===== config.mk =====
export PLATFORM = sky130hd
export DESIGN_NAME = sub_serial
export DESIGN_NICKNAME = d
export VERILOG_FILES = /design/src/rtl/sub_serial.sv
export SDC_FILE = /design/constraint.sdc
export NUM_CORES = 1
export LEC_CHECK = 0
export BUFFER_PORTS_ARGS = -buffer_cell sky130_fd_sc_hd__buf_4
export CAP_MARGIN = 0
export CORE_ASPECT_RATIO = 0.5
export CORE_MARGIN = 3
export CORE_UTILIZATION = 31
export DETAILED_ROUTE_END_ITERATION = 6
export PLACE_DENSITY_LB_ADDON = 0.25
export SYNTH_ARGS = -nofsm -noshare
export SYNTH_HDL_FRONTEND = slang
export SYNTH_SLANG_ARGS = --single-unit
export TNS_END_PERCENT = 5

===== constraint.sdc =====
create_clock -name clk -period 9.3 [get_ports clk]
set_input_delay 1.395 -clock clk [delete_from_list [all_inputs] [get_ports clk]]
set_output_delay 1.395 -clock clk [all_outputs]
set_load 0.01 [all_outputs]

===== src/rtl/sub_serial.sv =====
// Serial subtractor: d = a - b - bin, DIGIT bits per clock, LSB slice first, with borrow/zero/overflow flags.
// Latency N+1 cycles from accepted start to done pulse; start is ignored while busy, accepted in IDLE or DONE.
// No backpressure: done is a single-cycle pulse and results hold until the next done.
module sub_serial #(
  parameter int WIDTH = 32,
  parameter int DIGIT = 4
) (
  input  logic             clk,
  input  logic             rst,
  input  logic             start,
  input  logic [WIDTH-1:0] a,
  input  logic [WIDTH-1:0] b,
  input  logic             bin,
  output logic             busy,
  output logic             done,
  output logic [WIDTH-1:0] d,
  output logic             bout,
  output logic             zero,
  output logic             ovf
);

  localparam int N  = WIDTH / DIGIT;
  localparam int CW = (N > 1) ? $clog2(N) : 1;

  typedef enum logic [1:0] {IDLE, RUN, DONE} state_t;

  state_t           state, state_nx;
  logic [WIDTH-1:0] a_r, b_r, part, part_nx;
  logic             brw;
  logic [CW-1:0]    cnt;
  logic             last;
  logic             load;
  logic [DIGIT:0]   slice;
  int               base;

  // Current slice of the captured operands, merged into the partial result.
  always_comb begin
    base    = int'(cnt) * DIGIT;
    slice   = {1'b0, a_r[base +: DIGIT]} - {1'b0, b_r[base +: DIGIT]} - {{DIGIT{1'b0}}, brw};
    part_nx = part;
    part_nx[base +: DIGIT] = slice[DIGIT-1:0];
    last    = (cnt == CW'(N - 1));
  end

  always_ff @(posedge clk) begin
    if (rst) state <= IDLE;
    else     state <= state_nx;
  end

  always_comb begin
    state_nx = state;
    busy     = 1'b0;
    done     = 1'b0;
    load     = 1'b0;
    case (state)
      IDLE: begin
        if (start) begin
          load     = 1'b1;
          state_nx = RUN;
        end
      end
      RUN: begin
        busy = 1'b1;
        if (last) state_nx = DONE;
      end
      DONE: begin
        done = 1'b1;
        if (start) begin
          load     = 1'b1;
          state_nx = RUN;
        end else begin
          state_nx = IDLE;
        end
      end
      default: state_nx = IDLE;
    endcase
  end

  always_ff @(posedge clk) begin
    if (rst) begin
      a_r  <= '0;
      b_r  <= '0;
      brw  <= 1'b0;
      cnt  <= '0;
      part <= '0;
      d    <= '0;
      bout <= 1'b0;
      zero <= 1'b0;
      ovf  <= 1'b0;
    end else if (load) begin
      a_r  <= a;
      b_r  <= b;
      brw  <= bin;
      cnt  <= '0;
      part <= '0;
    end else if (state == RUN) begin
      part <= part_nx;
      brw  <= slice[DIGIT];
      cnt  <= cnt + CW'(1);
      // Flags publish together with d on the edge that enters DONE.
      if (last) begin
        d    <= part_nx;
        bout <= slice[DIGIT];
        zero <= (part_nx == '0);
        ovf  <= (a_r[WIDTH-1] != b_r[WIDTH-1]) && (part_nx[WIDTH-1] != a_r[WIDTH-1]);
      end
    end
  end

endmodule


==> results of run 1 <==
## power by group
part / leakage (nW) / total [mW] / internal [mW] / switching (mW)
combinational: 1.49 / 0.200 / 0.0773 / 0.123
clock: 0.264 / 0.651 / 0.378 / 0.272
sequential: 1.11 / 0.620 / 0.606 / 0.0138
total: 2.87 / 1.47 / 1.06 / 0.409
## kinds of logic after synthesis
logic type	synth area share, %
buf+inv	5.004
mux	9.675
fa+ha+maj	2.189
compound gates	16.67
flops	42.85
xor+xnor	0.8406
simple gates	22.77
## synth_stat cells, drive strengths merged (12+ instances only)
cell | instances | area, um2
nand3 | 18 | 90.09
mux4 | 14 | 315.3
nand2 | 186 | 698.2
nor2 | 67 | 254.0
clkbuf | 40 | 150.1
a21oi | 108 | 540.5
a211oi | 24 | 185.2
o21ai | 12 | 60.05
buf | 20 | 125.1
dfxtp | 137 | 2743
mux2i | 27 | 270.3
nor3 | 15 | 86.34
## layout make-up
cell class	instances	area share [%]
Timing Repair Buffer	110	10.50
Tap cell	266	4.234
Clock buffer	20	5.682
Inverter	12	0.5730
Clock inverter	12	1.496
Sequential cell	137	34.90
Multi-Input combinational cell	559	42.61
## per-stage QoR
step	setup slack, ns	std cells	hold slack (ns)	instance area (um2)	total power [mW]
final	5.022	1116	0.4512	7861	1.471
after global routing	4.793	1116	0.4755	7861	1.533
after CTS	5.064	1116	0.4546	7861	1.486
after detailed placement	5.098	1084	0.4469	7297	0.8332
after global placement	5.165	1084	0.4400	7297	0.8300
after floorplan	5.840	768	0.4329	6401	0.7691
## state kept, by name (all words and copies together), names as in the netlist
signal  flops
state       2
ovf         1
b_r        32
brw         1
cnt         3
d          32
zero        1
a_r        32
part       32
bout        1
## metal layers
metal  GRT usage [%]  share of wire [%]  vias to the layer above
met5               0                  0                        -
met1           23.32                 50                     2645
li1                -                  -                     2804
met3           3.552                4.4                       23
met4           5.489                1.6                        0
met2           24.30                 44                      130
## worst max-delay path by stage
stage	start	endpoint	slack (ns)	cells past startpoint
2_1_floorplan	cnt[0]	zero	5.84	13
3_3_place_gp	cnt[0]	zero	5.16	10
3_5_place_dp	cnt[0]	zero	5.10	11
4_1_cts	cnt[0]	zero	5.06	11
5_1_grt	cnt[0]	zero	4.79	11
6_report	cnt[0]	zero	5.02	11
## worst min-delay path, cell delays in order (launching register included)
cell	delay [ns]
dfxtp_1	0.31
nand2_1	0.05
a21oi_1	0.05
==> flow_summary.json, run 1 <==
{
  "port_buffers": 104,
  "critPathMaxStageDelay_ns": 0.93,
  "syn-num-nets": 846,
  "cts_tree": "done",
  "maxCapViolations": 0,
  "antenna_found_initial": 0,
  "ir_drop_v": 0.0001247,
  "post-route-period-util_pct": 46.00,
  "drive_above_1_share_pct": 21.41,
  "path_max_fanout": 34,
  "finalWeightedCongestion": 0.8930,
  "r2r_start": "cnt[0]",
  "clockBufferDepth": 2,
  "grt_overflow": 0,
  "p_leak_nw": 2.869,
  "cts.htree.levels": 4,
  "grt_pass1_wl_mm": 29.09,
  "grtUsageTotal_pct": 16.30,
  "min_path_type": "register to register",
  "synth_edf_count": 0,
  "crit_type": "register to register",
  "final_common_cell": "nand2_1",
  "vias_per_cell": 5.020,
  "post_drt_wl_per_cell_um": 16.22,
  "syn_inst": 768,
  "fmax_ghz": 0.2338,
  "worstMarginPinSlew_ns": 1.039,
  "dp_hpwl_mm": 12.68,
  "avgSynthCellArea_um2": 8.335,
  "path_clk_slew_ns": 0.06,
  "syn2layout_area_growth_pct": 22.81,
  "finClkSkew_ns": 0.01080,
  "multi_input_area_um2": 3349,
  "worst_ep_arrival_time_ns": 4.63,
  "hold_viol": 0,
  "relSlewSlack_pct": 30.30,
  "r2r-end": "zero",
  "start_util_pct": 32.22,
  "mostFrequentLayoutCells": "nand2_1, dfxtp_1, buf_4",
  "ff2ff_path_depth": 11,
  "power_density_nw_per_um2": 187.1,
  "cts_buffers": 17,
  "cts_hold_buf": 0,
  "min_path_cells": 2,
  "first_pass_iters": 5,
  "drv_slew": 0,
  "crit_path_start_kind": "register",
  "critical_path_required_ns": 9.65,
  "cts_resized": 0,
  "netlist_area_um2": 6401,
  "grt_pass1_vias": 5337,
  "ys_ff_latch": 137,
  "endpoint_kind": "register",
  "clk_latency_ns": 0.42,
  "layout_min_cycle_time_ns": 4.278,
  "hold-path-endpoint": "b_r[29]",
  "async_reset_ff_share_pct": 0,
  "antenna-diode-count": 0,
  "pin_count": 105,
  "vias": 5602,
  "final_nets": 915,
  "rrSetupSlack_ns": 5.02,
  "fillers": 2038,
  "setup_total_negative_slack_ns": 0,
  "clk_root_buffer_cell": "clkbuf_16",
  "cts_post_setup_buffers_inserted": 0,
  "path_cells": "mux4_2 > nand2_1 > nand2_1 > fa_1 > fa_1 > or2_2 > nor4_1 > o2111ai_1 > nor4_1 > nand4_1 > o21ai_1",
  "drt_iter0_markers": 416,
  "core_um2": 19860,
  "ys_warn_count": 0,
  "critical-path-top-delay-family": "simple AND/OR/NAND/NOR gates",
  "num_rows": 36,
  "hold_start": "b_r[29]",
  "critPathSlowestCell": "dfxtp_2",
  "status": "finished clean",
  "ant_nets": 0,
  "rsz0062_at_grt": "no",
  "dieArea_um2": 22510,
  "post-route-drc-count": 0,
  "finalSetupViolations": 0,
  "synthFlopType": "dfxtp_1",
  "routed_wl_mm": 18.10,
  "path_buf_inv": 0,
  "clock-sinks": 137,
  "ys_seq_area_share_pct": 42.85,
  "grt_start_max_net_pins": 76,
  "post-route-util_pct": 39.58,
  "synth.distinct_cells": 67,
  "regArea_um2": 2744,
  "fp.dieW_um": 209.2,
  "die_height_um": 107.6
}
Power figures use the tool's default switching activity.
==> run 2, diff against run 1 <==
==> constraint.sdc (replaced) <==
create_clock -name clk -period 4.1 [get_ports clk]
set_input_delay 0.615 -clock clk [delete_from_list [all_inputs] [get_ports clk]]
set_output_delay 0.615 -clock clk [all_outputs]
set_load 0.01 [all_outputs]
==> flow_summary.json, run 2 (same netlist as run 1, synthesis figures left out) <==
{
  "fillers": 2044,
  "routed_wl_mm": 18.29,
  "post-place-ws_ns": 0.2449,
  "min_path_cells": 3,
  "clk_latency_ns": 0.42,
  "final_common_cell": "nand2_1",
  "finalWeightedCongestion": 0.8500,
  "worst_slack_ns": 0.4278,
  "pin_count": 105,
  "grt_pass1_vias": 5439,
  "hold_viol": 0,
  "finClkSkew_ns": 0.01400,
  "die_height_um": 107.6,
  "port_buffers": 104,
  "grtUsageTotal_pct": 16.38,
  "worst_ep_arrival_time_ns": 3.98,
  "first_pass_iters": 4,
  "mostFrequentLayoutCells": "nand2_1, dfxtp_1, buf_4",
  "ff2ff_path_depth": 11,
  "rrSetupSlack_ns": 0.43,
  "vias": 5574,
  "drive_above_1_share_pct": 22.52,
  "r2r_start": "cnt[0]",
  "clk_root_buffer_cell": "clkbuf_16",
  "post_drt_wl_per_cell_um": 16.29,
  "grt_overflow": 0,
  "fmax_ghz": 0.2723,
  "hold-path-endpoint": "b_r[14]",
  "endpoint_kind": "register",
  "path_clk_slew_ns": 0.07,
  "status": "finished clean",
  "post-route-period-util_pct": 89.57,
  "ir_drop_v": 0.0002843,
  "cts_hold_buf": 0,
  "min_path_type": "primary input to register",
  "worstMarginPinSlew_ns": 0.8766,
  "multi_input_area_um2": 3352,
  "ant_nets": 0,
  "regArea_um2": 2745,
  "cts_buffers": 17,
  "crit_type": "register to register",
  "drv_slew": 0,
  "rsz0062_at_grt": "no",
  "antenna_found_initial": 0,
  "cts_post_setup_buffers_inserted": 0,
  "crit_path_start_kind": "register",
  "p_leak_nw": 2.925,
  "layout_min_cycle_time_ns": 3.672,
  "core_um2": 19860,
  "dp_hpwl_mm": 13.21,
  "syn2layout_area_growth_pct": 24.06,
  "setup_total_negative_slack_ns": 0,
  "path_max_fanout": 9,
  "post-route-drc-count": 0,
  "cts_tree": "done",
  "num_rows": 36,
  "cts_resized": 0,
  "fp.dieW_um": 209.2,
  "clock-sinks": 137,
  "antenna-diode-count": 0,
  "hold_start": "b[14]",
  "r2r-end": "zero",
  "power_density_nw_per_um2": 425.0,
  "grt_pass1_wl_mm": 29.24,
  "maxCapViolations": 0,
  "start_util_pct": 32.22,
  "dieArea_um2": 22510,
  "critical_path_required_ns": 4.41,
  "cts.htree.levels": 4,
  "finalSetupViolations": 0,
  "grt_start_max_net_pins": 77,
  "vias_per_cell": 4.963,
  "drt_iter0_markers": 477,
  "final_nets": 922,
  "relSlewSlack_pct": 41.56,
  "clockBufferDepth": 2
}
## run 2: cell types whose count changed in the layout (fill, tap and decap cells not counted), moves of 2 or more
cell,change
buf_4,+7
clkbuf_1,-2
clkinv_4,+4
clkinvlp_4,-2
## run 2: worst max path at each step
| stage | from | endpoint | slack (ns) | cells past startpoint |
|---|---|---|---|---|
| global route | cnt[0] | zero | 0.07 | 11 |
| CTS | cnt[1] | zero | 0.23 | 11 |
| finish | cnt[0] | zero | 0.43 | 11 |
| global placement | cnt[1] | zero | 0.38 | 11 |
| floorplan | cnt[0] | zero | 0.64 | 13 |
| detailed placement | cnt[1] | zero | 0.24 | 11 |
## run 2: worst max-delay path: stages, from the launching register on
cell and delay, ns:
dfxtp_2 0.50, mux4_2 0.55, nand2_1 0.08, nand2_1 0.07, fa_1 0.43, fa_1 0.49, xnor2_1 0.29, nor3_1 0.58
mux2i_1 0.19, and4_1 0.26, nand4_1 0.07, o21ai_1 0.06
## run 2: power by group
part	switching [mW]	internal, mW	total, mW
clock network	0.623	0.882	1.50
registers	0.0268	1.38	1.40
logic	0.285	0.184	0.468
## run 2: through the flow
step                      total power [mW]  cells  hold WS (ns)  cell area [um2]  util (%)
after floorplan                      1.744    768        0.4329             6401         -
after global placement               1.894   1091        0.4412             7350     37.00
after detailed placement             1.899   1091        0.4451             7350     37.00
after CTS                            3.410   1123        0.4292             7938     39.96
after global routing                 3.522   1123        0.4321             7941     39.98
final                                3.375   1123        0.4354             7941     39.98
## run 2: layer usage
| layer | global-route usage, % | wire length [um] | vias to the layer above |
|---|---|---|---|
| li1 | - | - | 2821 |
| met1 | 23.17 | 9150 | 2620 |
| met2 | 25.53 | 8246 | 117 |
| met3 | 3.086 | 704 | 16 |
| met4 | 4.678 | 192 | 0 |
| met5 | 0 | 0 | - |
## run 2: layout make-up
| cell class | instances | share of cell area (%) |
|---|---|---|
| Timing Repair Buffer | 117 | 11.06 |
| Sequential cell | 137 | 34.57 |
| Inverter | 12 | 0.5672 |
| Clock inverter | 13 | 1.702 |
| Multi-Input combinational cell | 559 | 42.21 |
| Tap cell | 266 | 4.191 |
| Clock buffer | 19 | 5.703 |
